$ cat src/rtl/core_mem_access_pkg.sv
// Shared definitions for the memory stage: load/store width codes, trap causes, FSM states.
package core_mem_access_pkg;

    localparam logic [2:0] F3_LB  = 3'd0;
    localparam logic [2:0] F3_LH  = 3'd1;
    localparam logic [2:0] F3_LW  = 3'd2;
    localparam logic [2:0] F3_LBU = 3'd4;
    localparam logic [2:0] F3_LHU = 3'd5;
    localparam logic [2:0] F3_SB  = 3'd0;
    localparam logic [2:0] F3_SH  = 3'd1;
    localparam logic [2:0] F3_SW  = 3'd2;

    typedef enum logic [1:0] {
        CAUSE_LOAD_MISALIGN  = 2'd0,
        CAUSE_STORE_MISALIGN = 2'd1,
        CAUSE_BUS_TIMEOUT    = 2'd2
    } trap_cause_t;

    typedef enum logic {
        ST_IDLE     = 1'b0,
        ST_WAIT_ACK = 1'b1
    } state_t;

endpackage

$ cat src/rtl/core_mem_access_if.sv
// Data bus between the memory stage (master) and memory (slave).
// Handshake: master raises req with we/addr/sel/wdata and holds them all stable until the
// slave returns ack for exactly one cycle; rdata is only meaningful in that ack cycle.
interface core_mem_access_if;
    logic        req;
    logic        we;
    logic [29:0] addr;
    logic [3:0]  sel;
    logic [31:0] wdata;
    logic        ack;
    logic [31:0] rdata;

    modport master (output req, we, addr, sel, wdata, input ack, rdata);
    modport slave  (input req, we, addr, sel, wdata, output ack, rdata);
endinterface

$ cat src/rtl/core_mem_access_lsu_store_align.sv
// Combinational lane alignment: byte enables, replicated store data and misalignment detection.
module core_mem_access_lsu_store_align
    import core_mem_access_pkg::*;
(
    input  logic        is_load,
    input  logic [2:0]  funct3,
    input  logic [1:0]  addr_lo,
    input  logic [31:0] data,
    output logic [3:0]  sel,
    output logic [31:0] wdata,
    output logic        misaligned
);

    always_comb begin
        sel        = 4'b0000;
        wdata      = data;
        misaligned = 1'b0;
        if (is_load) begin
            // Loads always fetch the whole word; the write stage picks the lanes.
            case (funct3)
                F3_LB, F3_LBU: sel = 4'b1111;
                F3_LH, F3_LHU: begin
                    sel        = 4'b1111;
                    misaligned = addr_lo[0];
                end
                F3_LW: begin
                    sel        = 4'b1111;
                    misaligned = (addr_lo != 2'b00);
                end
                default: sel = 4'b0000;
            endcase
        end else begin
            case (funct3)
                F3_SB: begin
                    wdata = {4{data[7:0]}};
                    sel   = 4'b0001 << addr_lo;
                end
                F3_SH: begin
                    wdata      = {2{data[15:0]}};
                    sel        = addr_lo[1] ? 4'b1100 : 4'b0011;
                    misaligned = addr_lo[0];
                end
                F3_SW: begin
                    sel        = 4'b1111;
                    misaligned = (addr_lo != 2'b00);
                end
                default: sel = 4'b0000;
            endcase
        end
    end

endmodule

$ cat src/rtl/core_mem_access.sv
// Memory stage: registers execute results, runs one data-bus transfer per load/store,
// traps misaligned accesses and bus timeouts, stalls upstream while the bus is busy.
module core_mem_access
    import core_mem_access_pkg::*;
#(
    parameter int BUS_TIMEOUT = 64
) (
    input  logic        i_clk,
    input  logic        i_reset,
    input  logic        i_flush,
    input  logic        i_valid,
    input  logic [31:0] i_alu_result,
    input  logic [31:0] i_store_data,
    input  logic [2:0]  i_funct3,
    input  logic        i_mem_read,
    input  logic        i_mem_write,
    input  logic [1:0]  i_res_src,
    input  logic [29:0] i_pc_p4,
    input  logic [4:0]  i_rd,
    output logic        o_stall,
    output logic        o_valid,
    output logic [31:0] o_data,
    output logic [31:0] o_alu_result,
    output logic [2:0]  o_funct3,
    output logic [1:0]  o_res_src,
    output logic [29:0] o_pc_p4,
    output logic [4:0]  o_rd,
    output logic        o_trap,
    output logic [1:0]  o_trap_cause,
    output state_t      o_state,
    core_mem_access_if.master bus
);

    localparam int                CNT_W   = (BUS_TIMEOUT > 1) ? $clog2(BUS_TIMEOUT) : 1;
    localparam bit                TO_EN   = (BUS_TIMEOUT != 0);
    localparam logic [CNT_W-1:0]  TO_LAST = CNT_W'(BUS_TIMEOUT - 1);

    state_t           state;
    trap_cause_t      cause_q;
    logic             req_q;
    logic             we_q;
    logic [29:0]      addr_q;
    logic [3:0]       sel_q;
    logic [31:0]      wdata_q;
    logic             load_q;
    logic             kill_q;
    logic [CNT_W-1:0] cnt_q;

    logic [3:0]  al_sel;
    logic [31:0] al_wdata;
    logic        al_misaligned;
    logic        accept;
    logic        mem_op;

    core_mem_access_lsu_store_align u_align (
        .is_load    (i_mem_read),
        .funct3     (i_funct3),
        .addr_lo    (i_alu_result[1:0]),
        .data       (i_store_data),
        .sel        (al_sel),
        .wdata      (al_wdata),
        .misaligned (al_misaligned)
    );

    assign accept       = (state == ST_IDLE) && i_valid && !i_flush;
    assign mem_op       = i_mem_read || i_mem_write;
    assign o_stall      = (state == ST_WAIT_ACK);
    assign o_state      = state;
    assign o_trap_cause = cause_q;

    assign bus.req   = req_q;
    assign bus.we    = we_q;
    assign bus.addr  = addr_q;
    assign bus.sel   = sel_q;
    assign bus.wdata = wdata_q;

    always_ff @(posedge i_clk) begin
        if (i_reset) begin
            state        <= ST_IDLE;
            cause_q      <= CAUSE_LOAD_MISALIGN;
            req_q        <= 1'b0;
            we_q         <= 1'b0;
            addr_q       <= '0;
            sel_q        <= '0;
            wdata_q      <= '0;
            load_q       <= 1'b0;
            kill_q       <= 1'b0;
            cnt_q        <= '0;
            o_valid      <= 1'b0;
            o_trap       <= 1'b0;
            o_data       <= '0;
            o_alu_result <= '0;
            o_funct3     <= '0;
            o_res_src    <= '0;
            o_pc_p4      <= '0;
            o_rd         <= '0;
        end else begin
            o_valid <= 1'b0;
            o_trap  <= 1'b0;
            case (state)
                ST_IDLE: begin
                    if (accept) begin
                        o_alu_result <= i_alu_result;
                        o_funct3     <= i_funct3;
                        o_res_src    <= i_res_src;
                        o_pc_p4      <= i_pc_p4;
                        o_rd         <= i_rd;
                        o_data       <= '0;
                        if (!mem_op) begin
                            o_valid <= 1'b1;
                        end else if (al_misaligned) begin
                            o_trap  <= 1'b1;
                            cause_q <= i_mem_read ? CAUSE_LOAD_MISALIGN : CAUSE_STORE_MISALIGN;
                        end else begin
                            req_q   <= 1'b1;
                            we_q    <= i_mem_write && !i_mem_read;
                            addr_q  <= i_alu_result[31:2];
                            sel_q   <= al_sel;
                            wdata_q <= al_wdata;
                            load_q  <= i_mem_read;
                            kill_q  <= 1'b0;
                            cnt_q   <= '0;
                            state   <= ST_WAIT_ACK;
                        end
                    end
                end
                ST_WAIT_ACK: begin
                    // Ack wins over a same-cycle timeout; a flush only hides the result.
                    if (bus.ack) begin
                        req_q   <= 1'b0;
                        o_data  <= load_q ? bus.rdata : 32'd0;
                        o_valid <= !(kill_q || i_flush);
                        state   <= ST_IDLE;
                    end else if (TO_EN && (cnt_q == TO_LAST)) begin
                        req_q   <= 1'b0;
                        o_trap  <= 1'b1;
                        cause_q <= CAUSE_BUS_TIMEOUT;
                        state   <= ST_IDLE;
                    end else begin
                        if (i_flush) kill_q <= 1'b1;
                        if (cnt_q != '1) cnt_q <= cnt_q + 1'b1;
                    end
                end
                default: state <= ST_IDLE;
            endcase
        end
    end

endmodule

$ cat src/flat_wrapper.sv
// flat-port wrapper written by rule: the top's interface ports become plain ports
module core_mem_access_flat import core_mem_access_pkg::*;
#(
    parameter int BUS_TIMEOUT = 64
)
  (i_clk, i_reset, i_flush, i_valid, i_alu_result, i_store_data, i_funct3, i_mem_read, i_mem_write, i_res_src, i_pc_p4, i_rd, o_stall, o_valid, o_data, o_alu_result, o_funct3, o_res_src, o_pc_p4, o_rd, o_trap, o_trap_cause, o_state, bus_req, bus_we, bus_addr, bus_sel, bus_wdata, bus_ack, bus_rdata);
  core_mem_access_if bus_i ();
  input  logic i_clk;
  input  logic i_reset;
  input  logic i_flush;
  input  logic i_valid;
  input  logic [31:0] i_alu_result;
  input  logic [31:0] i_store_data;
  input  logic [2:0] i_funct3;
  input  logic i_mem_read;
  input  logic i_mem_write;
  input  logic [1:0] i_res_src;
  input  logic [29:0] i_pc_p4;
  input  logic [4:0] i_rd;
  output logic o_stall;
  output logic o_valid;
  output logic [31:0] o_data;
  output logic [31:0] o_alu_result;
  output logic [2:0] o_funct3;
  output logic [1:0] o_res_src;
  output logic [29:0] o_pc_p4;
  output logic [4:0] o_rd;
  output logic o_trap;
  output logic [1:0] o_trap_cause;
  output state_t o_state;
  output wire logic [$bits(bus_i.req)-1:0] bus_req;
  output wire logic [$bits(bus_i.we)-1:0] bus_we;
  output wire logic [$bits(bus_i.addr)-1:0] bus_addr;
  output wire logic [$bits(bus_i.sel)-1:0] bus_sel;
  output wire logic [$bits(bus_i.wdata)-1:0] bus_wdata;
  input wire logic [$bits(bus_i.ack)-1:0] bus_ack;
  input wire logic [$bits(bus_i.rdata)-1:0] bus_rdata;
  assign bus_req = bus_i.req;
  assign bus_we = bus_i.we;
  assign bus_addr = bus_i.addr;
  assign bus_sel = bus_i.sel;
  assign bus_wdata = bus_i.wdata;
  assign bus_i.ack = bus_ack;
  assign bus_i.rdata = bus_rdata;
  core_mem_access #(.BUS_TIMEOUT(BUS_TIMEOUT)) u_core (.i_clk(i_clk), .i_reset(i_reset), .i_flush(i_flush), .i_valid(i_valid), .i_alu_result(i_alu_result), .i_store_data(i_store_data), .i_funct3(i_funct3), .i_mem_read(i_mem_read), .i_mem_write(i_mem_write), .i_res_src(i_res_src), .i_pc_p4(i_pc_p4), .i_rd(i_rd), .o_stall(o_stall), .o_valid(o_valid), .o_data(o_data), .o_alu_result(o_alu_result), .o_funct3(o_funct3), .o_res_src(o_res_src), .o_pc_p4(o_pc_p4), .o_rd(o_rd), .o_trap(o_trap), .o_trap_cause(o_trap_cause), .o_state(o_state), .bus(bus_i));
endmodule
$ cat config.mk
export PLATFORM = sky130hd
export DESIGN_NAME = core_mem_access_flat
export DESIGN_NICKNAME = d
export VERILOG_FILES = /design/src/rtl/core_mem_access_pkg.sv /design/src/rtl/core_mem_access_if.sv /design/src/rtl/core_mem_access_lsu_store_align.sv /design/src/rtl/core_mem_access.sv /design/src/flat_wrapper.sv
export SDC_FILE = /design/constraint.sdc
export NUM_CORES = 1
export LEC_CHECK = 0
export CORE_MARGIN = 2
export CORE_UTILIZATION = 24
export CTS_BUF_LIST = sky130_fd_sc_hd__clkbuf_4 sky130_fd_sc_hd__clkbuf_8
export DETAILED_ROUTE_END_ITERATION = 10
export HOLD_SLACK_MARGIN = 0.06
export SLEW_MARGIN = 40
export SYNTH_ARGS = -nofsm -noshare
export SYNTH_HDL_FRONTEND = slang
export SYNTH_SLANG_ARGS = --single-unit
export TNS_END_PERCENT = 20
$ cat constraint.sdc
create_clock -name i_clk -period 1.8 [get_ports i_clk]
set_input_delay 0.36 -clock i_clk [delete_from_list [all_inputs] [get_ports i_clk]]
set_output_delay 0.36 -clock i_clk [all_outputs]
set_load 0.01 [all_outputs]
Yosys cells after proc, flatten, opt, wreduce, memory -nomap -nowiden
Index checks and enable logic that the tools add are counted.
Widths: inputs -> output; s select.

storage, ports and cells
  register bits = 185
  bits of input ports = 143
  output and inout bits = 178
  word-level logic and storage cells = 114

cells by class
  add/subtract/negate cells = 1
  equal/unequal tests = 17
  shift operators = 1
  muxes and demuxes = 56
  bitwise operators = 2
  reductions and logical operators = 19

operators with widths
  cell                 number
  $mux 32              4
  $pmux 32 s2          2
  $mux 6               6
  $mux 1               26
  $ne 2x2->1 const B   7
  $pmux 1 s2           7
  $mux 4               3
  $pmux 4 s3           1
  $pmux 6 s2           1
  $reduce_and 6->1     2
  $mux 2               5
  $reduce_and 4->1     2
  $add 6x1->6 const B  1
  $eq 3x3->1 const B   2
  $eq 6x6->1 const B   1
  $ne 2x1->1 const B   3
  $ne 6x6->1 const B   1
  $reduce_and 5->1     1
  $reduce_or 5->1      1
  $pmux 2 s2           1
  $reduce_and 2->1     2
  $shl 1x2->4 const A  1
  $eq 3x1->1 const B   1
  $eq 3x2->1 const B   1
  other kinds (8)      14

Logic depth before layout (Yosys ltp)
  depth in word-level cells = 8
  gate-level depth with buffers = 8
  gate-level depth less buffers = 5

Cells and area by module
Synthesis repeated with hierarchy kept, for this count alone.

second synthesis, totals
  cells, all modules = 893
  area total of the unflattened synthesis = 7074.3 um^2

modules (own cells, without submodules)
  module                           instances  cells an instance  area each (um^2)  sequential area each (um^2)
  core_mem_access                  1          819                6523.8            3703.6
  core_mem_access_lsu_store_align  1          74                 550.5             0.0

Least setup slack after synthesis
Ideal clock, no wire load.

  kind = register to register
  start point = register u_core.state (netlist: u_core.o_stall)
  end point = register u_core.cnt_q[5]
  library setup time = 67 ps
  data arrival time = 1616 ps
  data required time = 1733 ps
  path slack = 117 ps
  cell stages (with the launch flop) = 7
  path buffers = 1
  clock period less this slack = 1683 ps
  cells stage by stage = dfxtp_1 -> buf_6 -> or3b_4 -> nor2_4 -> a21oi_4 -> or3_1 -> a21oi_2

between the ends
  longest elaborated chain between the ends = 5
  elaborated cells on any way between the ends = 11
  those cells by class = eq/ne: 6; mux: 1; bitwise: 1; reduce/logical: 3

ends and longest elaborated chain
  item                            RTL line                RTL
  from (decl)                     core_mem_access.sv:38   state_t state;
  from (signal assigned)          core_mem_access.sv:79   state <= ST_IDLE;
  from (signal assigned)          core_mem_access.sv:123  state <= ST_WAIT_ACK;
  from (signal assigned)          core_mem_access.sv:133  state <= ST_IDLE;
  $not 1->1 (no line)             --
  $logic_and 1x1->1 (2 in a row)  core_mem_access.sv:65   assign accept = (state == ST_IDLE) && i_valid && !i_flush;
  $ne 2x1->1 (no line)            --
  $reduce_and 6->1 (no line)      --
  to (signal assigned)            core_mem_access.sv:141  if (cnt_q != '1) cnt_q <= cnt_q + 1'b1;
  to (decl)                       core_mem_access.sv:47   logic [CNT_W-1:0] cnt_q;

Several ways; a longest one is shown, not always the timed one.
A chain may end at the register's enable or synchronous reset.

Final worst setup path
Ends and elaborated chain as after synthesis.

==> qor.yml <==
routing:
  wl_met2_mm: 11.4
  dr_wl_met3_mm: 2.01
  dr.pass1.iters: 6
  vias: 6946
  drt-total-wl_mm: 24.7
  drt-met1-wl_mm: 10.7
  viasPerCell: 4.41
  drc: 0
  wl_per_cell_um: 15.7
  top_layer: "met4"
  ant_nets: 0
  drt_iter0_drc: 206
clock_network:
  cts_tree: "yes"
  clk_pin_slew_ps: 100
  cts_htree_levels: 4
  clockRootBuffer: "clkbuf_8"
  clock_path_buffers: 2
  clock-sinks: 185
  cts_buffers: 17
  insertion_delay_ps: 460
finish:
  fin_area_mm2: 0.0114
  fin_nets: 1321
  layout-drive-gt1-share_pct: 8.24
  synthToLayoutAreaGrowth_pct: 62.9
floorplan:
  ios: 321
  floorplan.initialDensity_pct: 24.4
  die_h_um: 175
  dieArea_mm2: 0.0306
  rows: 62
  coreArea_mm2: 0.0287
  die_x_um: 175
synth:
  synth.largest_area_cell: "dfxtp_1"
  synthDistinctLibCells: 46
  ys_top_cells_by_area: "dfxtp_1, nand2_1, a21oi_1, nand3_1, mux2i_1"
  yosysWarnings: 0
  ys.flop_type: "dfxtp_1"
  ys_ff_latch: 185
  synth_edf_count: 0
  ys_seq_area_share_pct: 52.9
  ys_async_sr_fraction_pct: 0
  synth_nets: 1004
  syn-instance-count: 860
  yosysTopAreaCellShare_pct: 52.9
  syn-cell-area_mm2: 0.00700
  avgSynthCellArea_um2: 8.14
placed_design:
  place_hpwl_mm: 17.4
  gp_congestion: 0.752
  place_area_mm2: 0.0109
  portBuffers: 320
job:
  maxCapViolations: 0
timing:
  rsz0062_at_grt: "yes"
  relSlewSlack_pct: 53.8
  maxSlewViolCount: 0
  finClkSkew_ps: 14.0
  finalHoldViolCount: 0
  period_needed_ps: 1750
  timing.fmax_ghz: 0.573
  hold_ws_ps: 278
  fin_crit_sh_pct: 97.0
  setup_viol: 0
  worstMarginPinSlew_ps: 694
worst_setup_path:
  crit_path_start_kind: "flip-flop"
  crit_required_ps: 2190
  cp-end-kind: "flip-flop"
  critPathArrivalTime_ps: 2140
  critical_path_class: "flip-flop to flip-flop"
  crit_fanout: 5
hold_path:
  hold_path_class: "input port to flip-flop"
global_routing:
  grt_max_degree: 61
  grt_pass1_vias: 6887
  grtUsageTotal_pct: 15.9
  grt-ovfl-total: 0
  grt_pass1_wl_mm: 38.4
  grt_antenna_before_repair: 1
power_and_ir_drop:
  power_mw: 8.60
  irDropWorstVdd_v: 0.000448
  p_leak_nw: 4.81
  power_density_mw_per_mm2: 754
run_status:
  status: "finished, final reports clean"
==> synthesized netlist by cell type, drive strengths merged (3+ instances only) <==
cell / number
xor2: 3
inv: 5
nand2: 284
nand2b: 3
clkbuf: 42
nor3: 5
o21ai: 4
nand3: 35
a21oi: 171
or3: 3
dfxtp: 185
a211oi: 9
o211ai: 17
mux2i: 17
nor2: 26
buf: 27
==> stage by stage <==
stage               std cells  util, %  TNS (ps)  setup WS [ps]
finish                   1575     39.7         0           53.6
floorplan                 860        -         0            117
global route             1574     39.7     -97.1          -34.4
CTS                      1572     39.1         0          0.447
detailed placement       1539     37.8    -48850           -415
global placement         1539     37.8    -45480           -371
==> worst paths after layout <==
check / start / end / slack [ps] / depth (start not counted)
min: i_reset / u_core.bus.sel[0] / 280 / 2
min reg2reg: u_core.o_data[21] / u_core.o_data[21] / 460 / 2
max reg2reg: u_core.o_stall / u_core.cnt_q[5] / 50 / 6
max: u_core.o_stall / u_core.cnt_q[5] / 50 / 6
==> critical path, stage by stage, from the launching register on <==
cell and delay (ps):
dfxtp_4 360, buf_4 150, or3b_4 420, nor2_4 150
a21oi_4 90, or3_1 380, a21oi_2 140
==> cells by family after synthesis <==
kind of cell / after synthesis / synth area share (%)
adders and majority gates: 1 / 0.179
muxes: 17 / 2.43
xor gates and xnor gates: 4 / 0.501
AOI/OAI and AO/OA: 212 / 17.2
buffers and inverters: 74 / 5.09
and+or+nand+nor: 367 / 21.7
DFF: 185 / 52.9
==> flip-flops by register name (all words and copies together) (netlist names) <==
signal	cells
u_core.o_trap	1
u_core.o_res_src	2
u_core.bus.sel	4
u_core.o_trap_cause	2
u_core.bus.wdata	32
u_core.o_pc_p4	30
u_core.bus.req	1
u_core.bus.addr	30
u_core.bus.we	1
u_core.o_valid	1
u_core.o_rd	5
u_core.o_data	32
u_core.o_alu_result	32
u_core.o_stall	1
u_core.cnt_q	6
u_core.o_funct3	3
u_core.kill_q	1
u_core.load_q	1
==> cell usage in the layout, fill, tap and decap left out, types with 2 or more instances in the layout <==
master,n
a21oi_2,2
a21oi_1,168
nor2_1,24
nand4_1,2
clkbuf_8,17
inv_8,4
nor3_2,3
inv_1,5
buf_6,2
dlygate4sd2_1,17
nand3_1,35
dfxtp_1,183
o21ai_0,3
clkdlybuf4s50_1,254
or3_1,3
mux2i_1,17
buf_4,32
nand2b_1,3
clkbuf_4,2
clkinvlp_4,4
nor2_4,2
a211oi_1,9
buf_12,12
xor2_1,3
o211ai_1,17
nand2_1,283
dlymetal6s2s_1,48
o21bai_1,2
inv_6,2
==> repair_timing <==
| item | in CTS | in global routing |
|---|---|---|
| gates cloned | 0 | 1 |
| buffers inserted | 1 | 1 |
| pin swaps | 0 | 2 |
| endpoints found under the setup margin | 18 | 86 |
| hold buffers | 0 | 0 |
| gates resized for setup | 20 | 51 |
==> power by group <==
part / internal, mW / switching, mW
logic: 0.766 / 0.671
clock network: 1.17 / 1.67
registers: 4.25 / 0.0777
total: 6.19 / 2.42
==> area by class of cell <==
class,count,area [µm²]
antenna,1,2.50
clock buffer,19,249
clock inverter,13,136
fill,2885,17300
inverter,5,18.8
multi-input combinational,601,2960
sequential,185,3710
tap,384,480
timing repair buffer,367,3850
==> layer usage <==
metal | vias up | track usage, %
li1 | 3508 | -
met2 | 229 | 26.4
met4 | 0 | 4.97
met5 | - | 0
met1 | 3182 | 19.4
met3 | 27 | 5.37
Power figures use the tool's default switching activity.
